File: src/rtl/disp_pkg.sv
// Shared constants for the stopwatch seven-segment display path.
// Segment encodings are active-low, bit order g..a.
package disp_pkg;

  localparam int unsigned NUM_DIGITS = 3;

  localparam logic [6:0] SEG_BLANK = 7'b1111111;
  localparam logic [6:0] SEG_DASH  = 7'b0111111;

  // Index n holds the glyph for BCD digit n
  localparam logic [9:0][6:0] SEG_DIGITS = {
    7'b0010000, 7'b0000000, 7'b1111000, 7'b0000010, 7'b0010010,
    7'b0011001, 7'b0110000, 7'b0100100, 7'b1111001, 7'b1000000
  };

  typedef enum logic {
    PH_BLANK,
    PH_DRIVE
  } phase_e;

endpackage

File: src/rtl/bcd_to_sseg.sv
// Combinational BCD to active-low seven-segment decoder.
// Codes 10..15 are not valid BCD and show a dash.
module bcd_to_sseg
  import disp_pkg::*;
(
  input  logic [3:0] bcd,
  output logic [6:0] seg
);

  always_comb begin
    seg = SEG_DASH;
    case (bcd)
      4'd0: seg = SEG_DIGITS[0];
      4'd1: seg = SEG_DIGITS[1];
      4'd2: seg = SEG_DIGITS[2];
      4'd3: seg = SEG_DIGITS[3];
      4'd4: seg = SEG_DIGITS[4];
      4'd5: seg = SEG_DIGITS[5];
      4'd6: seg = SEG_DIGITS[6];
      4'd7: seg = SEG_DIGITS[7];
      4'd8: seg = SEG_DIGITS[8];
      4'd9: seg = SEG_DIGITS[9];
      default: seg = SEG_DASH;
    endcase
  end

endmodule

File: src/rtl/stopwatch_disp_mux.sv
// 3-digit time-multiplexed common-anode display driver with per-frame digit snapshot
// and inter-slot blanking. Define LEADING_ZERO_BLANK_EN for leading-zero suppression.
module stopwatch_disp_mux
  import disp_pkg::*;
#(
  parameter int unsigned REFRESH_DIV  = 50000,
  parameter int unsigned BLANK_CYCLES = 500
) (
  input  logic       clk,
  input  logic       clr,
  input  logic [3:0] d0,
  input  logic [3:0] d1,
  input  logic [3:0] d2,
  input  logic [2:0] dp_sel,
  output logic [2:0] an,
  output logic [6:0] sseg,
  output logic       dp,
  output logic       frame_start
);

  localparam int unsigned CNT_W = $clog2(REFRESH_DIV);
  localparam logic [CNT_W-1:0] CNT_LAST  = CNT_W'(REFRESH_DIV - 1);
  localparam logic [CNT_W-1:0] CNT_BLANK = CNT_W'(BLANK_CYCLES);

  logic [CNT_W-1:0]      cnt;
  logic [1:0]            slot;
  logic [3:0]            s0, s1, s2;
  logic [NUM_DIGITS-1:0] sdp;

  logic       snap;
  phase_e     phase;
  logic [3:0] cur_digit;
  logic       cur_dp;
  logic [6:0] cur_seg;
  logic       suppress;
  logic [2:0] an_nx;
  logic [6:0] sseg_nx;
  logic       dp_nx;

  always_comb begin
    snap  = (cnt == '0) && (slot == 2'd0);
    phase = (cnt < CNT_BLANK) ? PH_BLANK : PH_DRIVE;
    case (slot)
      2'd1:    begin cur_digit = s1; cur_dp = sdp[1]; end
      2'd2:    begin cur_digit = s2; cur_dp = sdp[2]; end
      default: begin cur_digit = s0; cur_dp = sdp[0]; end
    endcase
  end

  bcd_to_sseg u_dec (
    .bcd (cur_digit),
    .seg (cur_seg)
  );

`ifdef LEADING_ZERO_BLANK_EN
  always_comb begin
    suppress = ((slot == 2'd2) && (s2 == 4'd0)) ||
               ((slot == 2'd1) && (s2 == 4'd0) && (s1 == 4'd0));
  end
`else
  always_comb begin
    suppress = 1'b0;
  end
`endif

  // A suppressed digit that carries a decimal point still lights its anode for the dp alone
  always_comb begin
    an_nx   = '1;
    sseg_nx = SEG_BLANK;
    dp_nx   = 1'b1;
    if (phase == PH_DRIVE) begin
      if (!suppress) begin
        an_nx   = ~(3'b001 << slot);
        sseg_nx = cur_seg;
        dp_nx   = ~cur_dp;
      end else if (cur_dp) begin
        an_nx   = ~(3'b001 << slot);
        sseg_nx = SEG_BLANK;
        dp_nx   = 1'b0;
      end
    end
  end

  always_ff @(posedge clk or posedge clr) begin
    if (clr) begin
      cnt         <= '0;
      slot        <= 2'd0;
      s0          <= '0;
      s1          <= '0;
      s2          <= '0;
      sdp         <= '0;
      an          <= '1;
      sseg        <= SEG_BLANK;
      dp          <= 1'b1;
      frame_start <= 1'b0;
    end else begin
      if (cnt == CNT_LAST) begin
        cnt  <= '0;
        slot <= (slot == 2'd2) ? 2'd0 : slot + 2'd1;
      end else begin
        cnt <= cnt + CNT_W'(1);
      end
      if (snap) begin
        s0  <= d0;
        s1  <= d1;
        s2  <= d2;
        sdp <= dp_sel;
      end
      frame_start <= snap;
      an          <= an_nx;
      sseg        <= sseg_nx;
      dp          <= dp_nx;
    end
  end

endmodule

File: config.mk
export PLATFORM = sky130hd
export DESIGN_NAME = stopwatch_disp_mux
export DESIGN_NICKNAME = d
export VERILOG_FILES = /design/src/rtl/disp_pkg.sv /design/src/rtl/bcd_to_sseg.sv /design/src/rtl/stopwatch_disp_mux.sv
export SDC_FILE = /design/constraint.sdc
export NUM_CORES = 1
export LEC_CHECK = 0
export ABC_AREA = 1
export CORE_MARGIN = 8
export CORE_UTILIZATION = 60
export DETAILED_ROUTE_END_ITERATION = 10
export DONT_BUFFER_PORTS = 1
export GPL_ROUTABILITY_DRIVEN = 0
export GPL_TIMING_DRIVEN = 0
export PLACE_DENSITY = 0.84
export SLEW_MARGIN = 20
export SYNTH_ARGS = -nofsm -noshare
export SYNTH_HDL_FRONTEND = slang
export SYNTH_SLANG_ARGS = --single-unit
File: constraint.sdc
create_clock -name clk -period 2.4 [get_ports clk]
set_input_delay 0.48 -clock clk [delete_from_list [all_inputs] [get_ports clk]]
set_output_delay 0.48 -clock clk [all_outputs]
set_load 0.01 [all_outputs]
# == Yosys cells after proc, flatten, opt, wreduce, memory -nomap -nowiden ==
# Memories as Yosys holds them, arrays and structs flattened.
# Cells that the tools add are included.
# word_totals
mem_count,1
mem_bits_ro,112
out_inout_bits,12
elab_cells,30
reg_bits,45
# memory_table
memory,depth,word_bits,read_ports,rd_ports_with_merged_regs,wr,line,source
(no name shown),16,7,1,0,0,bcd_to_sseg.sv:12,case (bcd)
# op_classes
eq_ne,3
shifts,1
n_reduce_logical,3
mux,7
n_bitwise,2
order_cmp,1
add_sub_neg,2
# op_table
cell,n
"16-bit by 1-bit adder with 16-bit output, second input constant",1
"16-bit == test, second input constant",1
16-bit zero test,1
"16-bit by 9-bit < comparator with 1-bit output, second input constant",1
16-bit two-way mux,1
4-bit case mux with 2 select lines,1
7-bit two-way mux,1
3-bit two-way mux,1
3-bit NOT,1
"1-bit by 2-bit left shift with 3-bit output, first input constant",1
"2-bit by 1-bit adder with 2-bit output, second input constant",1
"2-bit by 1-bit == test with 1-bit output, second input constant",1
"2-bit == test, second input constant",1
2-bit zero test,1
2-bit two-way mux,1
1-bit case mux with 2 select lines,1
1-bit logical AND,1
1-bit two-way mux,1
1-bit NOT,1

# == Depth between registers and ports, before layout ==
# Gate-level depths: netlist of the first run.
# depth
depth_word,4
mapped_depth,11

# == Modules after synthesis ==
# Synthesis of the first run repeated with hierarchy kept, for this count alone.
# unflattened
cells_unflattened,316
area_unflattened_um2,2478.6
# modules_own_cells
module,seq_area_each_um2,cells_per_inst,instances,area_each_um2
stopwatch_disp_mux,1139.8,281,1,2290.9
bcd_to_sseg,0.0,35,1,187.7

# == Worst setup path before layout of the first run ==
# Ideal clock, no wire load.
# synth_timing
kind,flip-flop to flip-flop
startpoint,register slot[0]
endpoint,register sseg[3]
stages_incl_launch_ff,12
required_time_ns,2.339
t_arrival_ns,1.760
setup_slack_ns,0.579
period_less_slack_ns,1.821
path_buffers,1
path_cell_list,dfrtp_1 -> inv_1 -> ha_1 -> buf_2 -> or2_2 -> nand2_1 -> ha_1 -> inv_1 -> nand2_1 -> nand2_1 -> nand2_1 -> nand2_1
# synth_via
elab_chain_len,4
# synth_lines
item,line,source
start: declaration,stopwatch_disp_mux.sv:26,logic [1:0] slot;
start signal: assignment,stopwatch_disp_mux.sv:99,slot <= (slot == 2'd2) ? 2'd0 : slot + 2'd1;
2-bit == test or 2-bit by 1-bit == test with 1-bit output (tied branches),stopwatch_disp_mux.sv:43,case (slot)
4-bit case mux with 2 select lines *,stopwatch_disp_mux.sv:43,
memory 16 x 7 bit *,-,
7-bit two-way mux *,stopwatch_disp_mux.sv:71,if (phase == PH_DRIVE) begin
net sseg_nx[3],stopwatch_disp_mux.sv:37,logic [6:0] sseg_nx;
end signal: assignment,stopwatch_disp_mux.sv:111,sseg <= sseg_nx;
end: declaration,stopwatch_disp_mux.sv:16,"output logic [6:0] sseg,"
# The timed path passes the listed nets; every way through them passes the cells marked *.
# A chain may end at the register's enable or synchronous reset.

# == Final worst setup path of the first run ==
# Ends and elaborated chain as after synthesis.

==> results of run 1 <==
routing by layer:
metal,vias up,routed length [um],part of all wire,global-route usage
met5,-,0,0,0
li1,907,-,-,-
met2,55,2100,0.47,0.254
met3,2,281,0.063,0.0467
met1,848,2100,0.47,0.195
met4,0,15,0.0033,0.0370
state kept, by name (all words and copies together), names as in the netlist:
| name | count |
|---|---|
| s0 | 4 |
| slot | 2 |
| sseg | 7 |
| an | 3 |
| dp | 1 |
| cnt | 16 |
| s1 | 4 |
| sdp | 3 |
| frame_start | 1 |
| s2 | 4 |
per-stage QoR:
stage,instance area [um^2],hold WS (ns),utilization
after CTS,2510,0.0322,0.675
after detailed placement,2420,0.352,0.653
final,2510,0.0262,0.675
after global routing,2510,0.0427,0.675
after global placement,2400,0.449,0.647
after floorplan,2340,0.434,-
cells in the final DEF (no fill, tap or decap):
cell type and instances:
sky130_fd_sc_hd__a31oi_1 1, sky130_fd_sc_hd__clkbuf_8 5, sky130_fd_sc_hd__inv_2 1, sky130_fd_sc_hd__buf_12 1
sky130_fd_sc_hd__nand4_2 1, sky130_fd_sc_hd__nor2_2 3, sky130_fd_sc_hd__inv_1 27, sky130_fd_sc_hd__buf_6 2
sky130_fd_sc_hd__buf_4 2, sky130_fd_sc_hd__nand2_1 101, sky130_fd_sc_hd__nand2_2 3, sky130_fd_sc_hd__or2_2 3
sky130_fd_sc_hd__nand3_1 35, sky130_fd_sc_hd__clkinvlp_4 1, sky130_fd_sc_hd__xnor2_1 1, sky130_fd_sc_hd__ha_1 9
sky130_fd_sc_hd__o21ai_1 2, sky130_fd_sc_hd__nand4_1 2, sky130_fd_sc_hd__clkbuf_1 2, sky130_fd_sc_hd__a21oi_2 1
sky130_fd_sc_hd__nor2_1 21, sky130_fd_sc_hd__dfstp_2 11, sky130_fd_sc_hd__nand2_4 2, sky130_fd_sc_hd__buf_2 1
sky130_fd_sc_hd__xor2_1 8, sky130_fd_sc_hd__nor2_4 4, sky130_fd_sc_hd__o21ai_0 6, sky130_fd_sc_hd__a22o_1 1
sky130_fd_sc_hd__dfrtp_1 34, sky130_fd_sc_hd__nor3_1 4
worst max-delay path, delay by kind of cell, from the launching register on:
family	cells	cell delay (ns)
buffers and inverters	3	0.33
adder cells (fa/ha/maj)	2	0.59
AND/OR/NAND/NOR	6	0.66
flip-flops	1	0.39
cell type report:
| type | count | area, um^2 | share of cell area |
|---|---|---|---|
| clock inverters | 1 | 7.51 | 0.00299 |
| plain buffers | 5 | 42.5 | 0.0170 |
| inverters | 28 | 105 | 0.0419 |
| clock buffers | 7 | 76.3 | 0.0304 |
| repair buffers | 1 | 20.0 | 0.00798 |
| multi-input cells | 208 | 1060 | 0.421 |
| flip-flops and latches | 45 | 1140 | 0.454 |
| well taps | 48 | 60.1 | 0.0239 |
where the power goes:
group | switching [W] | internal [W] | total [W]
Combinational | 0.0000390 | 0.0000193 | 0.0000583
Sequential | 0.00000703 | 0.000771 | 0.000778
Clock | 0.000247 | 0.000206 | 0.000453
worst paths after layout:
path	startpoint	to	slack (ns)	depth (start not counted)
hold reg to reg	sdp[2]	sdp[2]	0.47	2
max in group asynchronous	clr	an[0]	1.85	2
min in group clk	d1[0]	s1[0]	0.32	2
setup / recovery	slot[0]	sseg[3]	0.37	11
hold / removal	clr	frame_start	0.03	1
setup reg to reg	slot[0]	sseg[3]	0.37	11
cells by family (layout without fill, tap and decap cells):
logic type      after synthesis  count (layout)  share of synthesized area
compound gates               11              11                     0.0272
xor+xnor                      9               9                     0.0336
fa+ha+maj                     9               9                     0.0480
buf+inv                      33              42                     0.0630
flops                        45              45                      0.486
simple gates                179             179                      0.342
==> qor.log, run 1 <==
[synth] fraction of the yosys area taken by sequential cells 0.486
[synth] cell types with the largest area share after synthesis sky130_fd_sc_hd__dfrtp_1 (36%), sky130_fd_sc_hd__nand2_1 (16%), sky130_fd_sc_hd__dfstp_2 (12%)
[synth] cell with the most instances after synthesis sky130_fd_sc_hd__nand2_1
[clocking] root buffer cell sky130_fd_sc_hd__clkbuf_8
[critical_path] data arrival time at the worst-slack endpoint 2.27 ns
[clocking] Num CTS Buffers 5
[synth] most used flip-flop cell after synthesis sky130_fd_sc_hd__dfrtp_1
[detailed_routing] DRC violation total after the first TritonRoute iteration 119
[synth] Syn Nets 312
[critical_path] required time of the critical path 2.64 ns
[clocking] TritonCTS clock tree yes
[clocking] CTS clk-pin slew, worst paths 0.08 ns
[synth] post-synth design cell area 0.00234 mm^2
[detailed_routing] wire per inst 13.1 um
[sta] final worst path period share 0.847
[sta] worst clock skew 0.00596 ns
[floorplan] initial cell density of the core 0.631
[clocking] clock tree sinks 45
[clocking] count of instances resized after the clock tree is built 0
[critical_path] Most common cell on crit path sky130_fd_sc_hd__nand2_1
[floorplan] die span in x 78.5 um
[place] placed cell count 335
[clocking] Max Buffers Root-to-Sink 2
[floorplan] Top-Level Pins 29
[critical_path] element type at the critical path end flop
[place] post-placement setup slack 0.419 ns
[synth] count of mapped cells out of synthesis 286
[final_layout] final net count 320
[final_layout] fraction of final layout cells sized beyond drive strength 1 0.139
[final_layout] number of antenna diodes 0
[floorplan] area enclosed by the die boundary 0.00616 mm^2
[detailed_routing] post-detailed-route via-to-cell ratio 5.28
[critical_path] largest fanout on the critical path 10
[final_layout] area delta synth->final 6.99%
[clocking] Setup Fix Bufs, Post-CTS 0
[clocking] Clk Latency, worst-skew pair 0.29 ns
[sta] Worst Tran Pin Value 0.418 ns
[synth] largest area contributor in the synthesized netlist sky130_fd_sc_hd__dfrtp_1
[critical_path] slowest cell on the critical path sky130_fd_sc_hd__dfrtp_1
[critical_path] series of cell instances along the critical path inv_1 -> ha_1 -> buf_2 -> or2_2 -> nand2_1 -> ha_1 -> inv_1 -> nand2_1 -> nand2_1 -> nand2_1 -> nand2_1
[sta] setup repair after global routing missed its margin no
[detailed_routing] vias 1812
[clocking] Post-CTS Hold Fix Bufs 0
[sta] highest attainable clock frequency 0.492 GHz
[run] count of maximum capacitance violations 0
[floorplan] FP Rows 22
[sta] Hold Fails Final Rpt 0
[detailed_routing] drt pass-1 iters 4
[power] Peak VDD IR 467 uV
[sta] Slew HR 0.719
[sta] accumulated negative setup slack 0 ns
[synth] Synth top area share 0.363
[place] port buffer count 0
[power] leakage power 1.21 nW
[critical_path] class of the most critical setup path reg -> reg
[synth] count of yosys warnings during synthesis 0
[final_layout] Filler cells 324
[synth] Post-Syn Area per Cell 8.20 um^2
[detailed_routing] routed wire length 4490 um
[worst_hold_path] classification of the worst-slack hold path in -> async
[detailed_routing] count of nets left with antenna violations after detail routing 0
[synth] share of async-settable or async-resettable flops after synthesis 1.00
[floorplan] overall die height 78.5 um
[sta] count of pins over their slew limit 0
[critical_path] startpoint types flop
[synth] FF+latch count, synth 45
[critical_path] stage delay of the slowest cell on the critical path 0.39 ns
[place] placed wire-length estimate 3400 um
[sta] setup violation total in the final timing report 0
[final_layout] Cell Count, Final, Fillers Out 343
[run_status] status finished clean
[clocking] number of levels the H-tree was split into 2
[floorplan] core box area 0.00372 mm^2
[sta] shortest clock period the worst path allows after layout 2.03 ns
[synth] number of enable-type register cells in the synthesized netlist 0
[detailed_routing] DRC violations left 0
[grt] number of global-route vias before repair 1800
[grt] maximum number of pins on one net before global-route repair 31
[sta] worst setup slack after layout 0.366 ns
[grt] Overflow after GRT 0
[synth] commonest cells in the netlist sky130_fd_sc_hd__nand2_1 (101), sky130_fd_sc_hd__nand3_1 (35), sky130_fd_sc_hd__dfrtp_1 (34), sky130_fd_sc_hd__inv_1 (28), sky130_fd_sc_hd__nor2_1 (21)
[grt] Tot GR Track Use 0.155
[power] PwrDens 514 mW/mm^2
[synth] distinct cell type count after synthesis 25
[grt] antenna violations before repair 0
[power] Pwr Total 0.00129 W
[grt] global-route wire length before repair 7890 um
(Power assumes the default switching activity.)
==> run 2, diff against run 1 <==
==> constraint.sdc (replaced) <==
create_clock -name clk -period 2.06 [get_ports clk]
set_input_delay 0.412 -clock clk [delete_from_list [all_inputs] [get_ports clk]]
set_output_delay 0.412 -clock clk [all_outputs]
set_load 0.01 [all_outputs]
==> run 2 against run 1 <==
  * Die area did not move
  * Highest routed layer unchanged
  * Design area rose by 0.90%
  * Register-to-register slack got worse by 0.27 ns
  * Sequential share of layout area fell by 0.40 points
  * Cell count rose by 0.58%
  * Clock power rose by 17%
  * Sequential power rose by 17%
  * Clock-buffer cell count did not move
  * Critical path depth did not move
==> qor.log, run 2 (synthesized netlist as in run 1, its figures left out) <==
[place] port buffer count 0 [unchanged]
[critical_path] launch point of the worst reg-to-reg path slot[0] [unchanged]
[final_layout] combined area of the multi-input logic cells 0.00106 mm^2 [about the same]
[sta] count of pins over their slew limit 0 [unchanged]
[final_layout] commonest non-fill, non-tap cells in the layout sky130_fd_sc_hd__nand2_1 (100), sky130_fd_sc_hd__nand3_1 (35), sky130_fd_sc_hd__dfrtp_1 (34) [was sky130_fd_sc_hd__nand2_1 (101), sky130_fd_sc_hd__nand3_1 (35), sky130_fd_sc_hd__dfrtp_1 (34)]
[critical_path] length in cells of the worst reg-to-reg path 11 [unchanged]
[run] count of maximum capacitance violations 0 [unchanged]
[sta] shortest clock period the worst path allows after layout 1.96 ns [was 2.03 ns]
[grt] global-route wire length before repair 7910 um [was 7890 um]
[final_layout] Filler cells 317 [was 324]
[power] Peak VDD IR 538 uV [was 467 uV]
[worst_hold_path] depth of the worst hold-timing path 2
[detailed_routing] routed wire length 4530 um [was 4490 um]
[critical_path] largest fanout on the critical path 10 [unchanged]
[floorplan] area enclosed by the die boundary 0.00616 mm^2 [unchanged]
[critical_path] required time of the critical path 2.30 ns [was 2.64 ns]
[grt] Tot GR Track Use 0.155 [about the same]
[place] placed wire-length estimate 3400 um [unchanged]
[clocking] Max Buffers Root-to-Sink 2 [unchanged]
[clocking] TritonCTS clock tree yes [unchanged]
[sta] highest attainable clock frequency 0.509 GHz [was 0.492 GHz]
[sta] final worst path period share 0.953 [was 0.847]
[sta] accumulated negative setup slack 0 ns [unchanged]
[critical_path] series of cell instances along the critical path inv_1 -> ha_1 -> clkbuf_4 -> or2_2 -> nand2_2 -> ha_1 -> inv_1 -> nand2_1 -> nand2_1 -> nand2_1 -> nand2_1 [was inv_1 -> ha_1 -> buf_2 -> or2_2 -> nand2_1 -> ha_1 -> inv_1 -> nand2_1 -> nand2_1 -> nand2_1 -> nand2_1]
[final_layout] Most flops, register cnt [unchanged]
[final_layout] flip-flop count of the largest register, all copies and words added 16 [unchanged]
[grt] antenna violations before repair 0 [unchanged]
[detailed_routing] wire per inst 13.1 um [about the same]
[power] leakage power 1.22 nW [was 1.21 nW]
[critical_path] cell type group with the largest total delay on the critical path simple AND/OR/NAND/NOR gates [unchanged]
[floorplan] Top-Level Pins 29 [unchanged]
[final_layout] area delta synth->final 7.95% [was 6.99%]
[sta] Worst Tran Pin Value 0.424 ns [was 0.418 ns]
[worst_hold_path] Worst Hold Path EP s1[0]
[worst_hold_path] startpoint of the lowest-slack hold path d1[0]
[critical_path] stage delay of the slowest cell on the critical path 0.36 ns [was 0.39 ns]
[final_layout] fraction of final layout cells sized beyond drive strength 1 0.148 [was 0.139]
[critical_path] Buf+Inv Stages, Crit Path 3 [unchanged]
[critical_path] element type at the critical path end flop [unchanged]
[floorplan] initial cell density of the core 0.631 [unchanged]
[sta] worst hold margin 0.248 ns [was 0.0262 ns]
[sta] Hold Fails Final Rpt 0 [unchanged]
[floorplan] die span in x 78.5 um [unchanged]
[clocking] Clk Latency, worst-skew pair 0.30 ns [was 0.29 ns]
[floorplan] FP Rows 22 [unchanged]
[grt] Overflow after GRT 0 [unchanged]
[final_layout] largest registers in the final layout cnt x16, sseg x7 [unchanged]
[critical_path] startpoint types flop [unchanged]
[place] placed inst area 0.00242 mm^2 [unchanged]
[sta] worst clock skew 0.00584 ns [was 0.00596 ns]
[clocking] CTS clk-pin slew, worst paths 0.08 ns [about the same]
[grt] maximum number of pins on one net before global-route repair 31 [unchanged]
[final_layout] storage element area 0.00114 mm^2 [unchanged]
[floorplan] core box area 0.00372 mm^2 [unchanged]
[detailed_routing] DRC violations left 0 [unchanged]
[power] PwrDens 595 mW/mm^2 [was 514 mW/mm^2]
[critical_path] class of the most critical setup path reg -> reg [unchanged]
[detailed_routing] drt pass-1 iters 5 [was 4]
[sta] Slew HR 0.715 [was 0.719]
[run_status] status finished clean [unchanged]
[floorplan] overall die height 78.5 um [unchanged]
[clocking] root buffer cell sky130_fd_sc_hd__clkbuf_8 [unchanged]
[final_layout] number of antenna diodes 0 [unchanged]
[critical_path] data arrival time at the worst-slack endpoint 2.20 ns [was 2.27 ns]
[final_layout] final net count 322 [was 320]
[critical_path] Most common cell on crit path sky130_fd_sc_hd__nand2_1 [unchanged]
[critical_path] terminus of the critical flop-to-flop path sseg[3] [unchanged]
[detailed_routing] DRC violation total after the first TritonRoute iteration 127 [was 119]
[clocking] number of levels the H-tree was split into 2 [unchanged]
[detailed_routing] post-detailed-route via-to-cell ratio 5.31 [was 5.28]
[worst_hold_path] classification of the worst-slack hold path in -> reg [was in -> async]
[detailed_routing] count of nets left with antenna violations after detail routing 0 [unchanged]
[final_layout] most common cell after layout, fill and taps aside sky130_fd_sc_hd__nand2_1 [unchanged]
[final_layout] Non-Filler Cell Area, Final 0.00253 mm^2 [was 0.00251 mm^2]
[clocking] Num CTS Buffers 5 [unchanged]
[clocking] clock tree sinks 45 [unchanged]
[sta] setup violation total in the final timing report 0 [unchanged]
[grt] number of global-route vias before repair 1803 [was 1800]
[critical_path] slack of the worst reg-to-reg path 0.1 ns [was 0.37 ns]
[detailed_routing] vias 1833 [was 1812]
[critical_path] slowest cell on the critical path sky130_fd_sc_hd__dfrtp_1 [unchanged]
## run 2: changes by cell type in the layout (fill, tap and decap cells not counted), sizes merged
cell,before,now
dlygate4sd3,0,1
clkbuf,7,8
## run 2: metrics by stage
step	utilization	std cells	total power (W)	setup WS [ns]
2_1_floorplan	-	286	0.000973	0.239
3_3_place_gp	0.647	334	0.000984	0.110
3_5_place_dp	0.653	335	0.000992	0.0793
4_1_cts	0.678	344	0.00151	0.0328
5_1_grt	0.681	345	0.00157	-0.0214
6_report	0.681	345	0.00151	0.0964
## run 2: cell type report
type | instances | area share
sequential | 45 | 0.450
timing repair buffer | 3 | 0.0148
buffer | 5 | 0.0178
clock inverter | 1 | 0.00297
multi-input combinational | 208 | 0.419
tap | 48 | 0.0237
clock buffer | 7 | 0.0302
inverter | 28 | 0.0415
## run 2: how the worst max path moves through the flow
stage / start / end / slack, ns / cells after the start
after floorplan: slot[0] / sseg[3] / 0.24 / 11
after detailed placement: slot[0] / sseg[3] / 0.08 / 11
after global placement: slot[0] / sseg[3] / 0.11 / 11
after CTS: slot[0] / sseg[3] / 0.03 / 11
final: slot[0] / sseg[3] / 0.1 / 11
after global routing: slot[0] / sseg[3] / -0.02 / 11
## run 2: metal layers
metal,routed length [um],up-vias,track usage
li1,-,912,-
met1,2140,873,0.196
met2,2120,43,0.254
met3,239,5,0.0467
met4,27,0,0.0370
met5,0,-,0
## run 2: power by group
group / switching (W) / leakage [nW] / total, W / internal (W)
clock network: 0.000289 / 0.0385 / 0.000529 / 0.000240
registers: 0.00000820 / 0.542 / 0.000907 / 0.000899
logic: 0.0000460 / 0.642 / 0.0000700 / 0.0000240
## run 2: what timing repair did
item	in CTS	in global routing
setup endpoints to repair	0	2
hold buffers	1	0
resized for setup	0	3
hold endpoints to repair	8	0
setup buffers	0	1
## run 2: worst reg2reg max path, cell delays in order, from the launching register on
cell and delay (ns):
sky130_fd_sc_hd__dfrtp_1 0.36, sky130_fd_sc_hd__inv_1 0.08, sky130_fd_sc_hd__ha_1 0.33, sky130_fd_sc_hd__clkbuf_4 0.19, sky130_fd_sc_hd__or2_2 0.31, sky130_fd_sc_hd__nand2_2 0.11
sky130_fd_sc_hd__ha_1 0.24, sky130_fd_sc_hd__inv_1 0.05, sky130_fd_sc_hd__nand2_1 0.04, sky130_fd_sc_hd__nand2_1 0.06, sky130_fd_sc_hd__nand2_1 0.05, sky130_fd_sc_hd__nand2_1 0.07
